--- src/rtl/pistorm_bus_pkg.sv ---
// Shared state encoding, default window/timeout constants and address-decode helper
// for the 68k bus target.
package pistorm_bus_pkg;

    typedef enum logic [2:0] {
        ST_IDLE,
        ST_DECODE,
        ST_REQ,
        ST_ACK,
        ST_BERR,
        ST_RELEASE
    } bus_state_t;

    localparam logic [23:0] DEFAULT_BASE_ADDR      = 24'hE90000;
    localparam logic [23:0] DEFAULT_ADDR_MASK      = 24'hFF0000;
    localparam logic [15:0] DEFAULT_TIMEOUT_CYCLES = 16'd4096;

    // A0 is implicit on the 68k bus, so the decoded byte address is {A[23:1], 0}.
    function automatic logic addr_hit(input logic [22:0] a,
                                      input logic [23:0] mask,
                                      input logic [23:0] base);
        return ((({a, 1'b0}) & mask) == base);
    endfunction

endpackage

--- src/rtl/m68k_bus_target_sync_bit.sv ---
// Two-flop synchronizer for one asynchronous 68k strobe; resets to the negated level.
module SyncBit #(
    parameter logic RESET_VAL = 1'b1
) (
    input  logic clk,
    input  logic rst_n,
    input  logic d,
    output logic q
);

    (* async_reg = "true" *) logic [1:0] ff;

    always_ff @(posedge clk) begin
        if (!rst_n) begin
            ff <= {2{RESET_VAL}};
        end else begin
            ff <= {ff[0], d};
        end
    end

    assign q = ff[1];

endmodule

--- src/rtl/m68k_bus_target.sv ---
// 68k bus target: decodes an address window and forwards cycles to a Pi-side request port.
// Optional response watchdog enabled by defining M68K_TARGET_TIMEOUT_EN.
module m68k_bus_target
    import pistorm_bus_pkg::*;
#(
    parameter logic [23:0] BASE_ADDR      = DEFAULT_BASE_ADDR,
    parameter logic [23:0] ADDR_MASK      = DEFAULT_ADDR_MASK,
    parameter logic [15:0] TIMEOUT_CYCLES = DEFAULT_TIMEOUT_CYCLES
) (
    input  logic        sys_clk,
    input  logic        nRESET,
    input  logic [23:1] A_IN,
    input  logic [15:0] D_IN,
    input  logic        nAS_IN,
    input  logic        nUDS_IN,
    input  logic        nLDS_IN,
    input  logic        RnW_IN,
    output logic [15:0] D_OUT,
    output logic        D_OE,
    output logic        nDTACK_OUT,
    output logic        nDTACK_OE,
    output logic        nBERR_OE,
    output logic        req_valid,
    output logic [23:0] req_addr,
    output logic        req_read,
    output logic [1:0]  req_be,
    output logic [15:0] req_wdata,
    input  logic        rsp_valid,
    input  logic [15:0] rsp_rdata,
    input  logic        rsp_err,
    output logic        busy
);

    logic nas_sync, nuds_sync, nlds_sync, rnw_sync;

    SyncBit #(.RESET_VAL(1'b1)) u_sync_as  (.clk(sys_clk), .rst_n(nRESET), .d(nAS_IN),  .q(nas_sync));
    SyncBit #(.RESET_VAL(1'b1)) u_sync_uds (.clk(sys_clk), .rst_n(nRESET), .d(nUDS_IN), .q(nuds_sync));
    SyncBit #(.RESET_VAL(1'b1)) u_sync_lds (.clk(sys_clk), .rst_n(nRESET), .d(nLDS_IN), .q(nlds_sync));
    SyncBit #(.RESET_VAL(1'b1)) u_sync_rnw (.clk(sys_clk), .rst_n(nRESET), .d(RnW_IN),  .q(rnw_sync));

    logic as_on, uds_on, lds_on;
    assign as_on  = !nas_sync;
    assign uds_on = !nuds_sync;
    assign lds_on = !nlds_sync;

    bus_state_t state;
    logic       aborted;    // master dropped AS while the Pi still owes a response
    logic       rel_drive;  // RELEASE actively drives DTACK high (hit path only)

`ifdef M68K_TARGET_TIMEOUT_EN
    logic [15:0] timeout_cnt;
`endif

    always_ff @(posedge sys_clk) begin
        if (!nRESET) begin
            state      <= ST_IDLE;
            aborted    <= 1'b0;
            rel_drive  <= 1'b0;
            busy       <= 1'b0;
            req_valid  <= 1'b0;
            req_addr   <= '0;
            req_read   <= 1'b0;
            req_be     <= '0;
            req_wdata  <= '0;
            D_OUT      <= '0;
            D_OE       <= 1'b0;
            nDTACK_OUT <= 1'b1;
            nDTACK_OE  <= 1'b0;
            nBERR_OE   <= 1'b0;
`ifdef M68K_TARGET_TIMEOUT_EN
            timeout_cnt <= '0;
`endif
        end else begin
            case (state)
                ST_IDLE: begin
                    if (as_on) begin
                        state <= ST_DECODE;
                        busy  <= 1'b1;
                    end
                end

                ST_DECODE: begin
                    if (!as_on) begin
                        state <= ST_IDLE;
                        busy  <= 1'b0;
                    end else if (!addr_hit(A_IN, ADDR_MASK, BASE_ADDR)) begin
                        state     <= ST_RELEASE;
                        rel_drive <= 1'b0;
                    end else if (uds_on || lds_on) begin
                        req_addr  <= {A_IN, 1'b0};
                        req_read  <= rnw_sync;
                        req_be    <= {uds_on, lds_on};
                        req_wdata <= D_IN;
                        req_valid <= 1'b1;
                        aborted   <= 1'b0;
                        state     <= ST_REQ;
`ifdef M68K_TARGET_TIMEOUT_EN
                        timeout_cnt <= '0;
`endif
                    end
                end

                ST_REQ: begin
`ifdef M68K_TARGET_TIMEOUT_EN
                    timeout_cnt <= timeout_cnt + 16'd1;
`endif
                    if (rsp_valid) begin
                        req_valid <= 1'b0;
                        if (aborted || !as_on) begin
                            state <= ST_IDLE;
                            busy  <= 1'b0;
                        end else if (rsp_err) begin
                            state    <= ST_BERR;
                            nBERR_OE <= 1'b1;
                        end else begin
                            state      <= ST_ACK;
                            nDTACK_OE  <= 1'b1;
                            nDTACK_OUT <= 1'b0;
                            D_OE       <= req_read;
                            if (req_read) begin
                                D_OUT <= rsp_rdata;
                            end
                        end
                    end
`ifdef M68K_TARGET_TIMEOUT_EN
                    else if (timeout_cnt == TIMEOUT_CYCLES - 16'd1) begin
                        req_valid <= 1'b0;
                        if (aborted || !as_on) begin
                            state <= ST_IDLE;
                            busy  <= 1'b0;
                        end else begin
                            state    <= ST_BERR;
                            nBERR_OE <= 1'b1;
                        end
                    end
`endif
                    else if (!as_on) begin
                        aborted <= 1'b1;
                    end
                end

                ST_ACK, ST_BERR: begin
                    if (!as_on) begin
                        state      <= ST_RELEASE;
                        rel_drive  <= 1'b1;
                        D_OE       <= 1'b0;
                        nBERR_OE   <= 1'b0;
                        nDTACK_OE  <= 1'b1;
                        nDTACK_OUT <= 1'b1;
                    end
                end

                ST_RELEASE: begin
                    // A window miss parks here silently until the master lets go of AS.
                    if (rel_drive || !as_on) begin
                        state     <= ST_IDLE;
                        busy      <= 1'b0;
                        nDTACK_OE <= 1'b0;
                        rel_drive <= 1'b0;
                    end
                end

                default: begin
                    state <= ST_IDLE;
                    busy  <= 1'b0;
                end
            endcase
        end
    end

endmodule

--- config.mk ---
export PLATFORM = sky130hd
export DESIGN_NAME = m68k_bus_target
export DESIGN_NICKNAME = d
export VERILOG_FILES = /design/src/rtl/pistorm_bus_pkg.sv /design/src/rtl/m68k_bus_target_sync_bit.sv /design/src/rtl/m68k_bus_target.sv
export SDC_FILE = /design/constraint.sdc
export NUM_CORES = 1
export LEC_CHECK = 0
export ABC_CLOCK_PERIOD_IN_PS = 2250
export BUFFER_PORTS_ARGS = -buffer_cell sky130_fd_sc_hd__buf_2
export CAP_MARGIN = 20
export CORE_ASPECT_RATIO = 0.8
export CORE_MARGIN = 4
export CORE_UTILIZATION = 51
export CTS_BUF_LIST = sky130_fd_sc_hd__clkbuf_8
export DETAILED_ROUTE_END_ITERATION = 10
export PLACE_DENSITY = 0.84
export RECOVER_POWER = 50
export SKIP_CTS_REPAIR_TIMING = 1
export SLEW_MARGIN = 15
export SYNTH_ARGS = -nofsm -noshare
export SYNTH_HDL_FRONTEND = slang
export SYNTH_SLANG_ARGS = --single-unit
--- constraint.sdc ---
create_clock -name sys_clk -period 2.25 [get_ports sys_clk]
set_input_delay 0.1125 -clock sys_clk [delete_from_list [all_inputs] [get_ports sys_clk]]
set_output_delay 0.1125 -clock sys_clk [all_outputs]
set_load 0.1 [all_outputs]
Word level (Yosys, flattened, before mapping)
Cells that the tools add are included.
{ "totals": {"reg_bits": 77, "latch_bits": 0, "mem_bits_rw": 0, "mem_bits_ro": 0, "input_bits": 63, "elab_cells": 111, "n_memories": 0} }
{ "classes": {"addsub": 0, "mul": 0, "div": 0, "magnitude_cmp": 0, "eq_ne": 22, "shift": 0, "mux": 46, "bitwise": 4, "n_reduce_logical": 21} }
{ "ops": {"columns": ["cell", "n"], "rows": [
  ["$reduce_and A5 Y1", 6],
  ["$mux W1", 28],
  ["$mux W3", 9],
  ["$ne A2 B2 Y1 const B", 12],
  ["$reduce_and A6 Y1", 3],
  ["$pmux W3 S5", 1],
  ["$pmux W1 S2", 5],
  ["$eq A8 B8 Y1 const B", 1],
  ["$eq A3 B2 Y1 const B", 2],
  ["$eq A3 B3 Y1 const B", 2],
  ["$ne A2 B1 Y1 const B", 3],
  ["$pmux W1 S3", 2],
  ["$reduce_bool A3 Y1", 2],
  ["$pmux W1 S5", 1],
  ["$ne A4 B3 Y1 const B", 1],
  ["$not A1 Y1", 4],
  ["$reduce_and A4 Y1", 1],
  ["$reduce_bool A2 Y1", 2],
  ["$eq A3 B1 Y1 const B", 1],
  ["$logic_not A3 Y1", 1],
  ["$logic_or A1 B1 Y1", 3],
  ["$logic_not A1 Y1", 2],
  ["$reduce_or A2 Y1", 1]
]} }

Depth between registers and ports, before layout
Gate-level depths: netlist (run 1).
{ "logic_depth": {"word_depth": 6, "mapped_depth": 7, "ltp_nobuf": 5} }

Hierarchy
From an unflattened synthesis (run 1), not the netlist that was laid out.
{ "unflattened": {"hier_cells": 285, "hier_area_um2": 2935.3} }
{ "modules_own_cells": {"columns": ["mod", "n_inst", "cells_each", "area_each_um2"], "rows": [
  ["m68k_bus_target", 1, 269, 2725.1],
  ["SyncBit", 4, 4, 52.6]
]} }

Worst setup path after synthesis (run 1)
No wires, ideal clock.
{ "synth_timing": {"path_type": "register to register", "startpoint": "register req_read", "endpoint": "register D_OUT[0]", "setup_time_ps": 132, "arrival_time_ps": 1731, "slack_ps": 386, "stages_incl_launch_ff": 5, "n_path_buf": 1, "synth_period_minus_slack_ps": 1864, "cell_sequence": "dfxtp_1 -> nand3_1 -> buf_2 -> nand2_1 -> a21oi_1"} }
{ "synth_via": {"elab_chain_cells": 1} }
{ "synth_lines": {"columns": ["item", "line", "rtl"], "rows": [
  ["start, declared", "m68k_bus_target.sv:25", "output logic req_read,"],
  ["start signal, assigned", "m68k_bus_target.sv:91", "req_read <= rnw_sync;"],
  ["$reduce_and A5 Y1 (no line)", null, null],
  ["end signal, assigned", "m68k_bus_target.sv:121", "D_OUT <= rsp_rdata;"],
  ["end, declared", "m68k_bus_target.sv:18", "output logic [15:0] D_OUT,"]
]} }
No other way between the ends.
A chain may end at the register's enable or synchronous reset.

Worst setup path after layout (run 1)
{ "layout_timing": {"startpoint": "register state[2]", "endpoint": "register D_OUT[0]"} }
{ "layout_via": {"elab_chain_cells": 2} }
{ "layout_lines": {"columns": ["item", "line", "rtl"], "rows": [
  ["start, declared", "m68k_bus_target.sv:46", "bus_state_t state;"],
  ["start signal, assigned", "m68k_bus_target.sv:56", "state <= ST_IDLE;"],
  ["start signal, assigned", "m68k_bus_target.sv:77", "state <= ST_DECODE;"],
  ["start signal, assigned", "m68k_bus_target.sv:84", "state <= ST_IDLE;"],
  ["$eq A3 B2 Y1", "m68k_bus_target.sv:74", "case (state)"],
  ["$reduce_and A5 Y1 (no line)", null, null]
]} }
No other way between the ends.

==> impl_metrics.env, run 1 <==
export IMPL_status="finished clean"
export IMPL_multi_input_area_um2=1240
export IMPL_path_cells="nor3b_2, nor2b_1, and3_1, buf_4, nand2_1, a21oi_1"
export IMPL_synthArstFlopShare_pct=0
export IMPL_area_sequential_um2=1540
export IMPL_timing_rr_end="D_OUT[0]"
export IMPL_hold_violations=0
export IMPL_final_common_cell="nand2_1"
export IMPL_synth_ff_type="dfxtp_1"
export IMPL_syn_num_nets=402
export IMPL_rsz0062_at_grt="false"
export IMPL_leakagePower_nw=1.45
export IMPL_cts_max_path_buffers=2
export IMPL_dp_final_hpwl_um=5470
export IMPL_cp_slowest_cell="dfxtp_1"
export IMPL_insertion_delay_ns=0.34
export IMPL_startpoint="state[2]"
export IMPL_maxCapViolations=0
export IMPL_area_delta_synth_final_pct=30.4
export IMPL_synth_seq_cells=77
export IMPL_slew_violations=0
export IMPL_swShare_pct=22.5
export IMPL_die_h_um=75.5
export IMPL_vias=2764
export IMPL_synth_area_per_cell_um2=8.56
export IMPL_insertedDiodeCount=0
export IMPL_vdd_drop_max_uv=584
export IMPL_clk_pin_slew_ns=0.08
export IMPL_rows=24
export IMPL_grt_pass1_vias=2495
export IMPL_gr_usage_all_layers_pct=21.6
export IMPL_endpoint_kind="register"
export IMPL_pwr_share_clk_pct=39.2
export IMPL_r2r_start="state[2]"
export IMPL_initial_core_util_pct=53.1
export IMPL_die_area_um2=6960
export IMPL_numCtsBuffers=9
export IMPL_hold_depth=3
export IMPL_tritoncts="built"
export IMPL_arrival_ns=2.17
export IMPL_cp_max_fo=13
export IMPL_routed_via_density=5.00
export IMPL_final_cell_mix="107 x nand2_1, 77 x dfxtp_1, 64 x buf_2, 62 x clkbuf_1, 40 x a21oi_1"
export IMPL_setup_viol=0
export IMPL_startpoint_type="register"
export IMPL_rrSetupSlack_ns=0.35
export IMPL_synthTopCellsByArea="dfxtp_1 53%, nand2_1 14%, a21oi_1 6.9%"
export IMPL_drtIter0Drc=165
export IMPL_clkSinkCount=77
export IMPL_critPathMaxStageDelay_ns=0.46
export IMPL_port_buffers=126
export IMPL_yosysUniqueCellTypes=42
export IMPL_power_density_nw_per_um2=678
export IMPL_layout_nets=534
export IMPL_yosysSeqAreaShare_pct=53.1
export IMPL_min_to="req_wdata[7]"
export IMPL_finish_utilization_pct=69.2
export IMPL_internal_power_w=0.00199
export IMPL_first_pass_iters=4
export IMPL_antenna_found_initial=0
export IMPL_power_share_combinational_pct=6.6
export IMPL_reg2reg_depth=6
export IMPL_die_w_um=92.3
export IMPL_p_total_w=0.00256
export IMPL_relSlewSlack_pct=19.7
export IMPL_min_from="D_IN[7]"
export IMPL_p_sw_w=0.000578
export IMPL_ctsRootBufferMaster="clkbuf_8"
export IMPL_cts_htree_levels=3
export IMPL_grt_max_degree=40
export IMPL_grt_pass1_wl_um=11900
export IMPL_crit_type="register to register"
export IMPL_hold_class="input pin to register"
export IMPL_coreArea_um2=5470
export IMPL_drc=0
export IMPL_wl_um=7640
export IMPL_gr_total_overflow=0
export IMPL_synth_edf_count=0
export IMPL_antenna_left=0
export IMPL_finalSetupTns_ns=0
export IMPL_period_share_pct=84.6
export IMPL_period_needed_ns=1.90
export IMPL_fillers=495
export IMPL_gp_congestion=0.898
export IMPL_wl_per_cell_um=13.8
export IMPL_clock_fmax_mhz=525
export IMPL_fin_skew_ns=0.0105
export IMPL_crit_required_ns=2.51
export IMPL_seqPwrFrac_pct=54.1
export IMPL_synth_top_cell_area_share_pct=53.1
export IMPL_max_slew_worst_pin_slew_ns=1.21
export IMPL_synth_area_um2=2900
export IMPL_ys_warnings_count=0
export IMPL_synth_cells=339
export IMPL_num_io_pins=128
export IMPL_yosys_area_top_type="dfxtp_1"
export IMPL_drive_gt1_share_pct=20.0
-- flip-flops by register name, summed over array words and instances, names as in the netlist, 2 cells and up --
name,flops
state,3
req_be,2
req_wdata,16
u_sync_lds.ff,2
u_sync_uds.ff,2
u_sync_rnw.ff,2
u_sync_as.ff,2
D_OUT,16
req_addr,23
-- cell families after synthesis --
group	share of synthesized area, %
simple gates	24.3
flops	53.1
compound gates	18.4
other cells	0.129
buf+inv	4.01
-- power by group through the flow --
stage	registers (W)	logic [W]	clock network, W
after floorplan	0.00142	0.0000806	0
after global placement	0.00142	0.000158	0
after detailed placement	0.00142	0.000158	0
after CTS	0.00139	0.000159	0.00104
after global routing	0.00139	0.000186	0.00109
final	0.00139	0.000171	0.00101
-- final cells by class --
cell class              instances  area share, %
clock buffers                  10           3.64
inverters                       2          0.199
clock inverters                 5           1.42
well taps                      78           2.58
multi-input cells             238           32.9
repair buffers                143           18.5
flip-flops and latches         77           40.8
-- how the worst max path moves through the flow --
stage	end	depth (start not counted)
CTS	D_OUT[0]	6
detailed placement	D_OUT[0]	6
global placement	D_OUT[4]	6
finish	D_OUT[0]	6
global route	D_OUT[12]	6
floorplan	D_OUT[0]	4
-- metrics by stage --
stage	area [um2]	setup WS (ns)	hold slack (ns)	cells
2_1_floorplan	2900	0.386	0.214	339
3_3_place_gp	3590	0.487	0.292	530
3_5_place_dp	3590	0.360	0.296	530
4_1_cts	3780	0.355	-0.0651	545
5_1_grt	3780	0.157	0.00185	553
6_report	3780	0.346	0.00339	553
-- critical path: cells and delay by family, from the launching register on --
family,cells,cell delay [ns]
simple gates,4,0.98
flops,1,0.46
compound gates,1,0.15
buf+inv,1,0.23
-- cells in the mapped netlist (all sizes together), types with 3 or more instances --
library cell  number
clkbuf            12
nand3              7
nand2b            11
buf               10
a21oi             41
a21boi            17
nor2               9
a22oi              3
nor2b              3
dfxtp             77
o21a               7
nand2            107
o21ai              3
and3               4
-- metal layers --
metal  vias to the layer above  global-route usage [%]  part of all wire, %
li1                       1393                       -                    -
met1                      1227                    25.9                   41
met2                       131                    35.6                   47
met3                        13                    8.79                   11
met4                         0                    7.74                  1.2
met5                         -                       0                    0
No activity file was read; power rests on OpenSTA's default activity.
==> run 2, diff against run 1 <==
Settings changed: ABC_CLOCK_PERIOD_IN_PS 2250 to 1900, CORE_UTILIZATION 51 to 49, PLACE_DENSITY 0.84 to 0.81.
Clock period 2.25 ns to 1.9 ns, I/O delays scaled along.
==> run 2 against run 1 <==
The flow now finishes with violations (hold timing). Highest routed layer unchanged. Sequential power rose by 18%. Core utilization rose by 6.7 points. Final cell count rose by 6.3%. Critical path depth did not move. Largest power group unchanged. Cell area rose by 12%. First-iteration DRC count rose by 78%. Sequential cell count did not move. Via count rose by 8.8%. Sequential share of layout area fell by 4.4 points. Critical endpoint is now state[1]. Clock-buffer cell count rose by 1.
==> impl_metrics.env, run 2 (synthesis results as in run 1) <==
export IMPL_status="finished with violations"
export IMPL_violations="hold timing"
export IMPL_largest_reg_flops=23
export IMPL_port_buffers=126
export IMPL_insertion_delay_ns=0.36
export IMPL_cp_max_fo=9
export IMPL_finish_utilization_pct=75.9
export IMPL_cts_max_path_buffers=2
export IMPL_crit_type="register to register"
export IMPL_setup_viol=0
export IMPL_clock_fmax_mhz=574
export IMPL_gr_usage_all_layers_pct=21.4
export IMPL_ctsRootBufferMaster="clkbuf_8"
export IMPL_grt_max_degree=41
export IMPL_reg2reg_depth=6
export IMPL_path_cells="buf_4, nor2_1, a22oi_1, o221ai_1, a21o_1, a21oi_1"
export IMPL_die_w_um=94.0
export IMPL_period_share_pct=91.7
export IMPL_finalSetupTns_ns=0
export IMPL_vdd_drop_max_uv=571
export IMPL_holdWs_ns=-0.00695
export IMPL_tritoncts="built"
export IMPL_fillers=408
export IMPL_startpoint_type="register"
export IMPL_numCtsBuffers=9
export IMPL_timing_rr_end="state[1]"
export IMPL_grt_pass1_wl_um=12300
export IMPL_internal_power_w=0.00245
export IMPL_layout_nets=568
export IMPL_endpoint_kind="register"
export IMPL_crit_required_ns=2.18
export IMPL_die_h_um=76.8
export IMPL_relSlewSlack_pct=21.0
export IMPL_grt_pass1_vias=2624
export IMPL_period_needed_ns=1.74
export IMPL_pwr_share_clk_pct=40.0
export IMPL_die_area_um2=7220
export IMPL_hold_depth=3
export IMPL_leakagePower_nw=1.80
export IMPL_vias=3006
export IMPL_r2r_start="state[0]"
export IMPL_antenna_left=0
export IMPL_power_density_nw_per_um2=750
export IMPL_initial_core_util_pct=51.9
export IMPL_maxCapViolations=0
export IMPL_hold_class="input pin to register"
export IMPL_rsz0062_at_grt="false"
export IMPL_clkSinkCount=77
export IMPL_min_to="D_OUT[7]"
export IMPL_rrSetupSlack_ns=0.16
export IMPL_antenna_found_initial=0
export IMPL_coreArea_um2=5590
export IMPL_cts_htree_levels=3
export IMPL_slew_violations=0
export IMPL_min_from="rsp_rdata[7]"
export IMPL_largestRegisters="req_addr (23), D_OUT (16), req_wdata (16)"
export IMPL_cp_slowest_cell="dfxtp_1"
export IMPL_critPathMaxStageDelay_ns=0.49
export IMPL_gr_total_overflow=0
export IMPL_fin_skew_ns=0.00922
export IMPL_routed_via_density=5.11
export IMPL_swShare_pct=22.9
export IMPL_drtIter0Drc=294
export IMPL_power_share_combinational_pct=8.3
export IMPL_p_sw_w=0.000729
export IMPL_area_delta_synth_final_pct=46.2
export IMPL_rows=24
export IMPL_clk_pin_slew_ns=0.07
export IMPL_dp_final_hpwl_um=5420
export IMPL_insertedDiodeCount=0
export IMPL_hold_violations=2
export IMPL_gp_congestion=0.892
export IMPL_drive_gt1_share_pct=30.8
export IMPL_wl_um=8790
export IMPL_arrival_ns=2.02
export IMPL_final_cell_mix="107 x nand2_1, 75 x dfxtp_1, 64 x buf_2, 53 x clkbuf_2, 40 x a21oi_1"
export IMPL_regMostFlops="req_addr"
export IMPL_final_common_cell="nand2_1"
export IMPL_seqPwrFrac_pct=51.6
export IMPL_wl_per_cell_um=14.9
export IMPL_first_pass_iters=5
export IMPL_max_slew_worst_pin_slew_ns=1.19
export IMPL_drc=0
export IMPL_num_io_pins=128
==> run 2: metrics by stage <==
stage	area [um2]	std cells	hold slack, ns	setup slack (ns)	power (W)
2_1_floorplan	2900	339	0.196	0.0365	0.00178
3_3_place_gp	3630	533	0.282	0.210	0.00187
3_5_place_dp	3630	533	0.287	0.122	0.00187
4_1_cts	3840	549	-0.0902	0.103	0.00315
5_1_grt	4240	588	-0.00939	0.0146	0.00331
6_report	4240	588	-0.00695	0.158	0.00318
==> run 2: worst max-delay path by stage <==
stage | from | to | slack (ns) | cells past startpoint
after global placement | state[2] | nDTACK_OUT | 0.21 | 5
after CTS | state[1] | D_OUT[10] | 0.10 | 6
after floorplan | req_read | D_OUT[0] | 0.04 | 4
final | state[0] | state[1] | 0.16 | 6
after detailed placement | state[1] | D_OUT[10] | 0.12 | 6
after global routing | state[0] | req_wdata[14] | 0.01 | 6
==> run 2: worst max-delay path, delay by kind of cell, from the launching register on <==
family          cells  cell delay, ns
compound gates      4            0.89
buf+inv             1            0.22
simple gates        1            0.08
flops               1            0.49
==> run 2: metal layers <==
metal / part of all wire, % / up-vias / GRT usage (%)
met4: 1.3 / 0 / 4.76
li1: - / 1463 / -
met2: 48 / 189 / 33.6
met3: 13 / 16 / 10.4
met1: 39 / 1338 / 26.6
met5: 0 / - / 0
==> run 2: power groups by stage <==
stage               logic [W]  clock network (W)  registers, W
floorplan           0.0000954                  0       0.00169
global placement     0.000194                  0       0.00168
detailed placement   0.000195                  0       0.00168
CTS                  0.000196            0.00132       0.00164
global route         0.000287            0.00138       0.00164
finish               0.000265            0.00127       0.00164
==> run 2: area by class of cell <==
type                    count  area (um2)  area share [%]
repair buffers            177        1120            26.5
multi-input cells         238        1260            29.6
clock buffers              11         151            3.57
clock inverters             5        58.8            1.39
flip-flops and latches     77        1540            36.4
inverters                   2        7.51           0.177
well taps                  78        97.6            2.30
==> run 3, diff against run 2 <==
Settings changed: ABC_CLOCK_PERIOD_IN_PS 1900 to 1600, CORE_UTILIZATION 49 to 44, PLACE_DENSITY 0.81 to 0.77.
Clock period 1.9 ns to 1.6 ns, I/O delays scaled along.
==> run 3 against run 2 <==
The run ends with setup timing left. Non-clock buffer count is 28 higher. Sequential power grew 19%. Largest power group unchanged. Core utilization is 0.48 points lower. Via count is 3.5% higher. Clock skew fell by 0.0032 ns. Die area rose by 10%. Cell area is 14% higher. Worst setup slack got worse by 0.22 ns. Global-route usage down 1.8 points. Sequential cell count unchanged.
==> impl_metrics.env, run 3 (synthesis results as in run 1) <==
export IMPL_multi_input_area_um2=1430
export IMPL_clk_pin_slew_ns=0.08
export IMPL_routed_via_density=5.00
export IMPL_startpoint_type="register"
export IMPL_arrival_ns=1.93
export IMPL_antenna_found_initial=0
export IMPL_cts_max_path_buffers=2
export IMPL_vdd_drop_max_uv=697
export IMPL_pwr_share_clk_pct=43.2
export IMPL_critPathBufInv=2
export IMPL_leakagePower_nw=2.09
export IMPL_wl_per_cell_um=15.1
export IMPL_insertedDiodeCount=0
export IMPL_drc=0
export IMPL_cts_htree_levels=3
export IMPL_grt_pass1_wl_um=12400
export IMPL_reg2reg_depth=7
export IMPL_crit_required_ns=1.87
export IMPL_setup_slack_ns=-0.0573
export IMPL_fin_skew_ns=0.00602
export IMPL_holdWs_ns=0.0192
export IMPL_swShare_pct=21.6
export IMPL_grt_pass1_vias=2729
export IMPL_initial_core_util_pct=45.3
export IMPL_slew_violations=0
export IMPL_finalSetupTns_ns=-0.617
export IMPL_area_delta_synth_final_pct=66.7
export IMPL_power_share_combinational_pct=9.6
export IMPL_drtIter0Drc=124
export IMPL_cp_slowest_cell="dfxtp_4"
export IMPL_dp_final_hpwl_um=5660
export IMPL_grt_max_degree=41
export IMPL_crit_type="register to register"
export IMPL_rsz0062_at_grt="true"
export IMPL_port_buffers=126
export IMPL_num_io_pins=128
export IMPL_cp_max_fo=11
export IMPL_rrSetupSlack_ns=-0.06
export IMPL_endpoint_kind="register"
export IMPL_violations="setup timing"
export IMPL_largest_reg_flops=23
export IMPL_path_cells="nor4b_4, nand3_2, a21oi_4, buf_12, clkbuf_16, nand2_1, a21oi_1"
export IMPL_period_share_pct=104
export IMPL_clock_fmax_mhz=603
export IMPL_die_h_um=80.6
export IMPL_numCtsBuffers=9
export IMPL_max_slew_worst_pin_slew_ns=0.632
export IMPL_die_area_um2=7960
export IMPL_timing_rr_end="req_wdata[11]"
export IMPL_rows=26
export IMPL_power_density_nw_per_um2=853
export IMPL_layout_nets=596
export IMPL_maxCapViolations=0
export IMPL_gp_congestion=0.908
export IMPL_fillers=438
export IMPL_area_sequential_um2=1550
export IMPL_period_needed_ns=1.66
export IMPL_internal_power_w=0.00323
export IMPL_die_w_um=98.8
export IMPL_vias=3110
export IMPL_ctsRootBufferMaster="clkbuf_8"
export IMPL_hold_violations=0
export IMPL_wl_um=9410
export IMPL_finish_utilization_pct=75.4
export IMPL_first_pass_iters=4
export IMPL_min_to="req_addr[7]"
export IMPL_seqPwrFrac_pct=47.2
export IMPL_critPathMaxStageDelay_ns=0.37
export IMPL_setup_viol=21
export IMPL_tritoncts="built"
export IMPL_clkSinkCount=77
export IMPL_min_from="A_IN[7]"
export IMPL_antenna_left=0
export IMPL_final_common_cell="nand2_1"
export IMPL_largestRegisters="req_addr (23), D_OUT (16), req_wdata (16)"
export IMPL_insertion_delay_ns=0.34
export IMPL_final_cell_mix="93 x nand2_1, 84 x buf_2, 72 x dfxtp_1, 50 x dlygate4sd3_1, 42 x clkbuf_2"
export IMPL_gr_usage_all_layers_pct=19.6
export IMPL_hold_depth=3
export IMPL_coreArea_um2=6410
export IMPL_cpLargestDelayFamily="simple AND/OR/NAND/NOR gates"
export IMPL_regMostFlops="req_addr"
export IMPL_r2r_start="u_sync_as.ff[1]"
export IMPL_p_sw_w=0.000892
export IMPL_drive_gt1_share_pct=41.4
export IMPL_status="finished with violations"
export IMPL_hold_class="input pin to register"
export IMPL_relSlewSlack_pct=57.8
export IMPL_gr_total_overflow=0
==> run 3: cell types whose count changed in the layout (fill, tap and decap cells not counted), sizes merged <==
cell	before	now
buf	77	109
bufinv	1	3
clkbuf	72	56
clkinv	1	2
clkinvlp	1	0
dlygate4sd3	39	50
inv	4	3
==> run 3: power by group through the flow <==
stage                     Clock, W  Combinational (W)  Sequential, W
after floorplan                  0           0.000113        0.00200
after global placement           0           0.000252        0.00199
after detailed placement         0           0.000253        0.00199
after CTS                  0.00183           0.000255        0.00194
after global routing       0.00190           0.000429        0.00195
final                      0.00178           0.000396        0.00195
==> run 3: how the worst max path moves through the flow <==
| stage | end | cells past startpoint | slack [ns] | startpoint |
|---|---|---|---|---|
| floorplan | nDTACK_OUT | 6 | 0.06 | state[2] |
| global placement | nDTACK_OUT | 5 | -0.01 | state[2] |
| detailed placement | nDTACK_OUT | 5 | -0.04 | state[2] |
| CTS | req_wdata[4] | 6 | -0.08 | state[2] |
| global route | req_wdata[5] | 7 | -0.15 | u_sync_as.ff[1] |
| finish | req_wdata[11] | 7 | -0.06 | u_sync_as.ff[1] |
==> run 3: area by class of cell <==
type,instances,share of cell area (%)
sequential,77,32.1
timing repair buffer,205,30.9
multi-input combinational,238,29.6
clock buffer,10,2.85
clock inverter,6,2.25
tap,84,2.17
inverter,2,0.155
==> run 3: tightest hold or removal path: stages <==
cell      delay [ns]
buf_2           0.09
nand2_1         0.06
a21boi_0        0.08
==> run 3: metal layers <==
layer | global-route usage, % | up-vias | wire length [um]
met2 | 32.4 | 156 | 4630
met1 | 22.6 | 1407 | 3720
met3 | 7.99 | 24 | 871
met4 | 7.64 | 0 | 190
met5 | 0 | - | 0
li1 | - | 1523 | -
==> run 3: per-stage QoR <==
| step | instances | instance area [um2] | setup WS, ns | power, W |
|---|---|---|---|---|
| floorplan | 339 | 2900 | 0.0578 | 0.00212 |
| global placement | 546 | 3720 | -0.0128 | 0.00224 |
| detailed placement | 546 | 3720 | -0.0444 | 0.00224 |
| CTS | 562 | 3970 | -0.0842 | 0.00402 |
| global route | 622 | 4830 | -0.149 | 0.00428 |
| finish | 622 | 4830 | -0.0573 | 0.00412 |
